$ cat config.mk
export PLATFORM = sky130hd
export DESIGN_NAME = dsm_cic_decim
export DESIGN_NICKNAME = d
export VERILOG_FILES = /design/src/rtl/dsm_cic_decim.sv
export SDC_FILE = /design/constraint.sdc
export NUM_CORES = 1
export LEC_CHECK = 0
export CELL_PAD_IN_SITES_DETAIL_PLACEMENT = 1
export CELL_PAD_IN_SITES_GLOBAL_PLACEMENT = 2
export CORE_AREA = 2 2 124 126
export DETAILED_ROUTE_END_ITERATION = 8
export DIE_AREA = 0 0 126 128
export GPL_TIMING_DRIVEN = 0
export HOLD_SLACK_MARGIN = 0.1
export PLACE_DENSITY_LB_ADDON = 0.08
export SETUP_SLACK_MARGIN = 0.3
export SYNTH_ARGS = -nofsm -noshare
export SYNTH_HDL_FRONTEND = slang
export SYNTH_SLANG_ARGS = --single-unit
$ cat constraint.sdc
create_clock -name clk -period 3.56 [get_ports clk]
set_input_delay 0.534 -clock clk [delete_from_list [all_inputs] [get_ports clk]]
set_output_delay 0.534 -clock clk [all_outputs]
set_load 0.005 [all_outputs]
$ cat src/rtl/dsm_cic_decim.sv
// Second-order CIC decimator: rebuilds unsigned 8-bit samples from a 1-bit
// pulse-density stream, one sample per 2^DECIM_LOG2 enabled clocks.
module dsm_cic_decim #(
    parameter int unsigned DECIM_LOG2 = 7
) (
    input  logic       clk,
    input  logic       rst,
    input  logic       enb,
    input  logic       dsm_in,
    output logic [7:0] dout,
    output logic       dout_valid,
    output logic       settled
);

    localparam int unsigned GW = 2 * DECIM_LOG2;
    localparam int unsigned W  = GW + 1;
    localparam logic [DECIM_LOG2-1:0] CNT_MAX = '1;

    logic [W-1:0]          int1;
    logic [W-1:0]          int2;
    logic [W-1:0]          int2_d;
    logic [W-1:0]          c1_d;
    logic [DECIM_LOG2-1:0] dec_cnt;
    logic                  tick;
    logic [1:0]            n_out;

    logic [W-1:0]    c1_c;
    logic [W-1:0]    c2_c;
    logic [GW+7:0]   frac_ext_c;
    logic [7:0]      scaled_c;
    logic            unused_frac_c;

    // Modulo-2^W differences are exact as long as the true result fits in W bits.
    assign c1_c = int2 - int2_d;
    assign c2_c = c1_c - c1_d;

    // Zero-padding below the fraction keeps the top-8 slice legal for small ratios.
    assign frac_ext_c    = {c2_c[GW-1:0], 8'h00};
    assign scaled_c      = frac_ext_c[GW+7 -: 8];
    assign unused_frac_c = ^frac_ext_c[GW-1:0];

    always_ff @(posedge clk) begin
        if (rst) begin
            int1       <= '0;
            int2       <= '0;
            int2_d     <= '0;
            c1_d       <= '0;
            dec_cnt    <= '0;
            tick       <= 1'b0;
            n_out      <= 2'd0;
            dout       <= 8'h00;
            dout_valid <= 1'b0;
            settled    <= 1'b0;
        end else begin
            tick       <= 1'b0;
            dout_valid <= 1'b0;

            if (enb) begin
                int1    <= int1 + W'(dsm_in);
                int2    <= int2 + int1;
                dec_cnt <= dec_cnt + DECIM_LOG2'(1);
                tick    <= (dec_cnt == CNT_MAX);
            end

            // Comb/output stage fires on the tick regardless of enb.
            if (tick) begin
                int2_d     <= int2;
                c1_d       <= c1_c;
                dout       <= c2_c[GW] ? 8'hFF : scaled_c;
                dout_valid <= 1'b1;
                if (n_out != 2'd3) begin
                    n_out <= n_out + 2'd1;
                end
                if (n_out == 2'd2) begin
                    settled <= 1'b1;
                end
            end
        end
    end

endmodule

# Word level (Yosys, flattened, before mapping)
# Index checks and enable logic that the tools add are counted.
[classes] n_mux=2 n_addsub=6 reduce_logical=3 n_eq_ne=3 bitwise_logic=1
[ops] op="$sub 15x15->15" n=2
[ops] op="$add 15x1->15" n=1
[ops] op="$add 15x15->15" n=1
[ops] op="$mux 8" n=1
[ops] op="$add 7x1->7 const B" n=1
[ops] op="$eq 7x7->1 const B" n=1
[ops] op="$reduce_and 2->1" n=2
[ops] op="$add 2x1->2 const B" n=1
[ops] op="$eq 2x2->1 const B" n=1
[ops] op="$ne 2x2->1 const B" n=1
[ops] op="$reduce_or 2->1" n=1
[ops] op="$mux 1" n=1
[ops] op="$not 1->1" n=1
[word_totals] elab_cells=25 output_inout_bits=10 in_bits=4 regBits=80

# Logic depth before layout (Yosys ltp)
[depth] word_depth=3 depth_mapped=19 mapped_depth_nobuf=18

# Least setup slack after synthesis
# OpenSTA, ideal clock, no wires.
[synth_timing] path_kind="reg-to-reg" start="reg int2[0]" end="reg dout[6]" path_stages_with_launch=19 synth_period_minus_slack_ns=3.602 arrival_ns=3.523 t_required_ns=3.481 setup_time_ns=0.079 n_path_buf=1 setup_slack_ns=-0.042 path_cell_list="dfxtp_1 > inv_1 > ha_1 > fa_1 > nor2b_1 > o31a_1 > o211ai_1 > a21oi_1 > or4_1 > o311ai_0 > xor2_1 > inv_1 > ha_1 > and2_1 > o41ai_1 > xor2_1 > and2_1 > buf_6 > a211oi_2"
[synth_via] elab_chain_cells=3
[synth_lines] element="from (decl)" line_no="20" rtl="logic [W-1:0] int2;"
[synth_lines] element="from (signal assigned)" line_no="60" rtl="int2 <= int2 + int1;"
[synth_lines] element="$sub 15x15->15" line_no="34" rtl="assign c1_c = int2 - int2_d;"
[synth_lines] element="named net c1_c[12]" line_no="27" rtl="logic [W-1:0] c1_c;"
[synth_lines] element="$sub 15x15->15" line_no="35" rtl="assign c2_c = c1_c - c1_d;"
[synth_lines] element="$mux 8" line_no="69" rtl="dout <= c2_c[GW] ? 8'hFF : scaled_c;"
[synth_lines] element="to (signal assigned)" line_no="69"
[synth_lines] element="to (decl)" line_no="10" rtl="output logic [7:0] dout,"
# The timed path passes the listed nets, and every way through them passes these cells.
# A chain may end at the register's enable or synchronous reset.

# Worst setup path after layout
[layout_timing] start="reg int2[0]" end="reg dout[1]"
# The elaborated chain is that of the path after synthesis.

==> results <==
- The run finished, with violations left.
- The final reports fail on negative setup slack.
- Using the TritonRoute via totals, the vias-per-cell ratio works out to approximately 5.2.
- The layout net count is between 600 and 700.
- The leakage power total is 2.35 nW.
- The area enclosed by the die boundary is roughly 0.016 mm².
- After clock tree synthesis, the clock-pin slew on the worst setup and hold paths is 0.06 ns.
- The net count of the mapped netlist is ~650.
- For this run, the total global-route usage over all layers was measured as approximately 17%.
- After synthesis, the share of flip-flops with an asynchronous set or reset is 0%.
- Routability-driven placement finished with a final weighted congestion of 0.802.
- The final critical-path setup slack is -0.119 ns.
- Row generation in the floorplan step produced 45 rows.
- The top cell type's share of synthesized area is 31.7%.
- Synthesis handed over a netlist of 597 instances.
- The worst hold-check slack is about 0.48 ns.
- After synthesis, the netlist uses 60 different library cells.
- The element type at the critical path end is a register.
- The clock tree from TritonCTS is yes.
- The final critical path time including I/O delays and setup is 3.68 ns.
- Across the VDD grid, the largest voltage drop is 210 µV.
- The areal power density over the cells is 331 mW/mm².
- The top cell types in the final layout, fill and taps aside, are nor2_1, dfxtp_1, mux2i_1.
- After filler insertion, the fill cell instance count of the layout stands at 1728.
- The DRC violation count after routing is 0.
- The number of CTS-inserted buffers is 9.
- The tool flagged a number of max-cap violations equal to 0.
- The number of DRC markers in iteration 0 is around 110.
- In this run the vertical extent of the chip is 128 µm.
- From left edge to right edge, the die measures ~130 µm.
- The total clock sinks is 80.
- The residual overflow from global routing is 0.
- The worst setup path is of the register to register kind.
- The most common library cell in the layout ignoring fill and taps is nor2_1.
- Compared with the post-synthesis result, the final layout area differs by 21.0%.
- The number of antenna violations at the first check in global routing is 0.
- The nature of the critical path startpoint is a register.
- The longest clock path from root to sink contains 2 buffers.
- Data on the critical path is required at its endpoint by 3.82 ns.
- The total chip power is roughly 2 mW.
- Setup repair after global routing could not meet its margin everywhere.
- Data arrives at the worst endpoint at 3.94 ns.
- The average cell area after synthesis is 8.45 µm².
- The slew of the pin with the lowest slew margin is 0.823 ns.
- Detailed placement finished with a half-perimeter wire length of 10100 µm.
- The average wire per standard cell is 16.3 µm.
- The maximum fanout encountered on the critical timing path is 7.
- Headroom to the max-slew limit came out at 45.2%.
- The register bit total from synthesis is 80.
- For this run, the number of Yosys warnings is 0.
- The cell area after synthesis is 0.00505 mm².
- The tightest min-delay check is of the register to register type.
- The top cell type by total area after synthesis is dfxtp_1.
- Port buffering added 12 buffers.
- The repair_antennas step left the layout with diodes totalling 0.
- The count of final hold-check violations is 0.
- The CTS root buffer is clkbuf_16.
- The most used flip-flop cell after synthesis is dfxtp_1.
- The ratio of cells with drive above 1 in the final layout is 16.6%.
- The initial utilization of the core area, before any placement, comes to roughly 34%.
- For this run, the top clock speed supported by timing is 0.272 GHz.
- The total wire length is roughly 14000 µm.
- The global-route wire length before repair is 22000 µm.
- The number of H-tree levels is 3.
- The total count of max-transition violations in the final report is 0.
- The I/O pin count is 14.
- The detail route stage leaves a number of antenna-violating nets equal to 0.
- The source-to-sink clock delay at the later pin of the worst-skew pair is 0.34 ns.
- The period utilization is 103%.
- The number of enable flip-flop cells after synthesis is 0.
- The first TritonRoute pass finished after 4 iterations.
- The routed layout has about 4300 vias.
- The quantity of hold-fixing buffers added after cts is 0.
- The count of final setup violators is 8.
- The pin count of the biggest net entering global routing is 13.
- The setup skew after layout is 0.00522 ns.
- The floorplan step defined a core boundary enclosing approximately 0.015 mm².
- By area the synthesized netlist is led by dfxtp_1, ha_1, mux2i_1, nor2_1, xnor2_1.
- The share of the Yosys chip area taken by registers is 31.7%.
- The number of global-route vias before repair is 4404.
==> where the power goes <==
part,total [mW],internal [mW],switching [mW],leakage (nW)
logic,0.247,0.112,0.135,1.57
clock network,0.867,0.490,0.376,0.130
registers,0.906,0.899,0.00657,0.650
==> worst paths after layout <==
kind / start / endpoint / slack (ns) / cells past startpoint
setup reg to reg: int2[0]$_SDFFE_PP0P_ / dout[1]$_SDFFE_PP0P_ / -0.12 / 19
hold reg to reg: c1_d[7]$_SDFFE_PP0P_ / c1_d[7]$_SDFFE_PP0P_ / 0.48 / 2
hold / removal: c1_d[7]$_SDFFE_PP0P_ / c1_d[7]$_SDFFE_PP0P_ / 0.48 / 2
setup / recovery: int2[0]$_SDFFE_PP0P_ / dout[1]$_SDFFE_PP0P_ / -0.12 / 19
==> synth_stat cells, types with 8 or more instances <==
library cell	number
a21o_1	8
o21ai_0	18
dfxtp_1	80
nor2b_1	9
or3_1	10
nand3_1	9
xnor2_1	21
nand2_1	33
nor3_1	20
a21oi_1	30
a211oi_1	9
mux2i_1	38
clkbuf_1	12
nor2_1	87
xor2_1	21
ha_1	46
o21a_1	8
inv_1	43
==> per-stage QoR <==
| stage | cell area (µm²) | setup TNS, ns | instances | util (%) | setup slack, ns |
|---|---|---|---|---|---|
| final | 6100 | -0.757 | 828 | 41.1 | -0.119 |
| after global routing | 6100 | -2.15 | 828 | 41.1 | -0.295 |
| after CTS | 5900 | -1.02 | 816 | 39.7 | -0.172 |
| after detailed placement | 5490 | -2.65 | 797 | 36.9 | -0.375 |
| after global placement | 5490 | -1.68 | 797 | 36.9 | -0.223 |
| after floorplan | 5130 | 0 | 597 | - | 0.127 |
==> layout make-up <==
| class | instances | area (µm²) | area share (%) |
|---|---|---|---|
| Clock inverter | 3 | 17.5 | 0.287 |
| Multi-Input combinational cell | 453 | 3490 | 57.2 |
| Inverter | 43 | 161 | 2.64 |
| Tap cell | 188 | 235 | 3.85 |
| Buffer | 21 | 95.1 | 1.56 |
| Timing Repair Buffer | 27 | 233 | 3.81 |
| Sequential cell | 80 | 1620 | 26.5 |
| Clock buffer | 13 | 250 | 4.10 |
==> sequential cells by signal, summed over array words and instances (netlist names) <==
| signal | count |
|---|---|
| c1_d | 15 |
| dec_cnt | 7 |
| dout | 8 |
| dout_valid | 1 |
| int1 | 15 |
| int2 | 15 |
| int2_d | 15 |
| n_out | 2 |
| settled | 1 |
| tick | 1 |
==> cell families (layout without fill, tap and decap cells) <==
kind of cell / count (synthesis) / after routing / share of synthesized area (%)
AO/OA/AOI/OAI: 112 / 112 / 15.3
AND/OR/NAND/NOR: 213 / 213 / 20.8
adder cells (fa/ha/maj): 48 / 48 / 12.2
multiplexers: 38 / 38 / 7.54
flip-flops: 80 / 80 / 31.7
XOR/XNOR: 42 / 42 / 7.29
buffers and inverters: 64 / 107 / 5.08
==> worst max-delay path: stages (launching register included) <==
cell	delay (ns)
dfxtp_2	0.33
inv_2	0.04
ha_4	0.16
fa_2	0.36
nor2b_2	0.16
o31a_1	0.18
buf_4	0.12
buf_4	0.12
o21a_1	0.13
nor2_2	0.05
xnor2_2	0.17
ha_4	0.29
inv_1	0.06
o221a_4	0.31
nor4_4	0.31
o41ai_4	0.12
xor2_1	0.14
and2_1	0.18
buf_6	0.14
a211oi_2	0.21
==> metal layers <==
| metal | GRT usage [%] | routed length [µm] | vias to the layer above |
|---|---|---|---|
| met5 | 0 | 0 | - |
| met4 | 5.43 | 211 | 0 |
| met3 | 3.30 | 282 | 12 |
| met2 | 31.2 | 6860 | 34 |
| met1 | 20.2 | 6160 | 2065 |
| li1 | - | - | 2167 |
==> what timing repair did <==
item / 4_1_cts / 5_1_grt
gates resized for setup: 28 / 23
pin swaps: 8 / 16
setup buffers: 3 / 12
endpoints found under the setup margin: 8 / 8
Note: power is estimated with default switching activity, not from simulation.
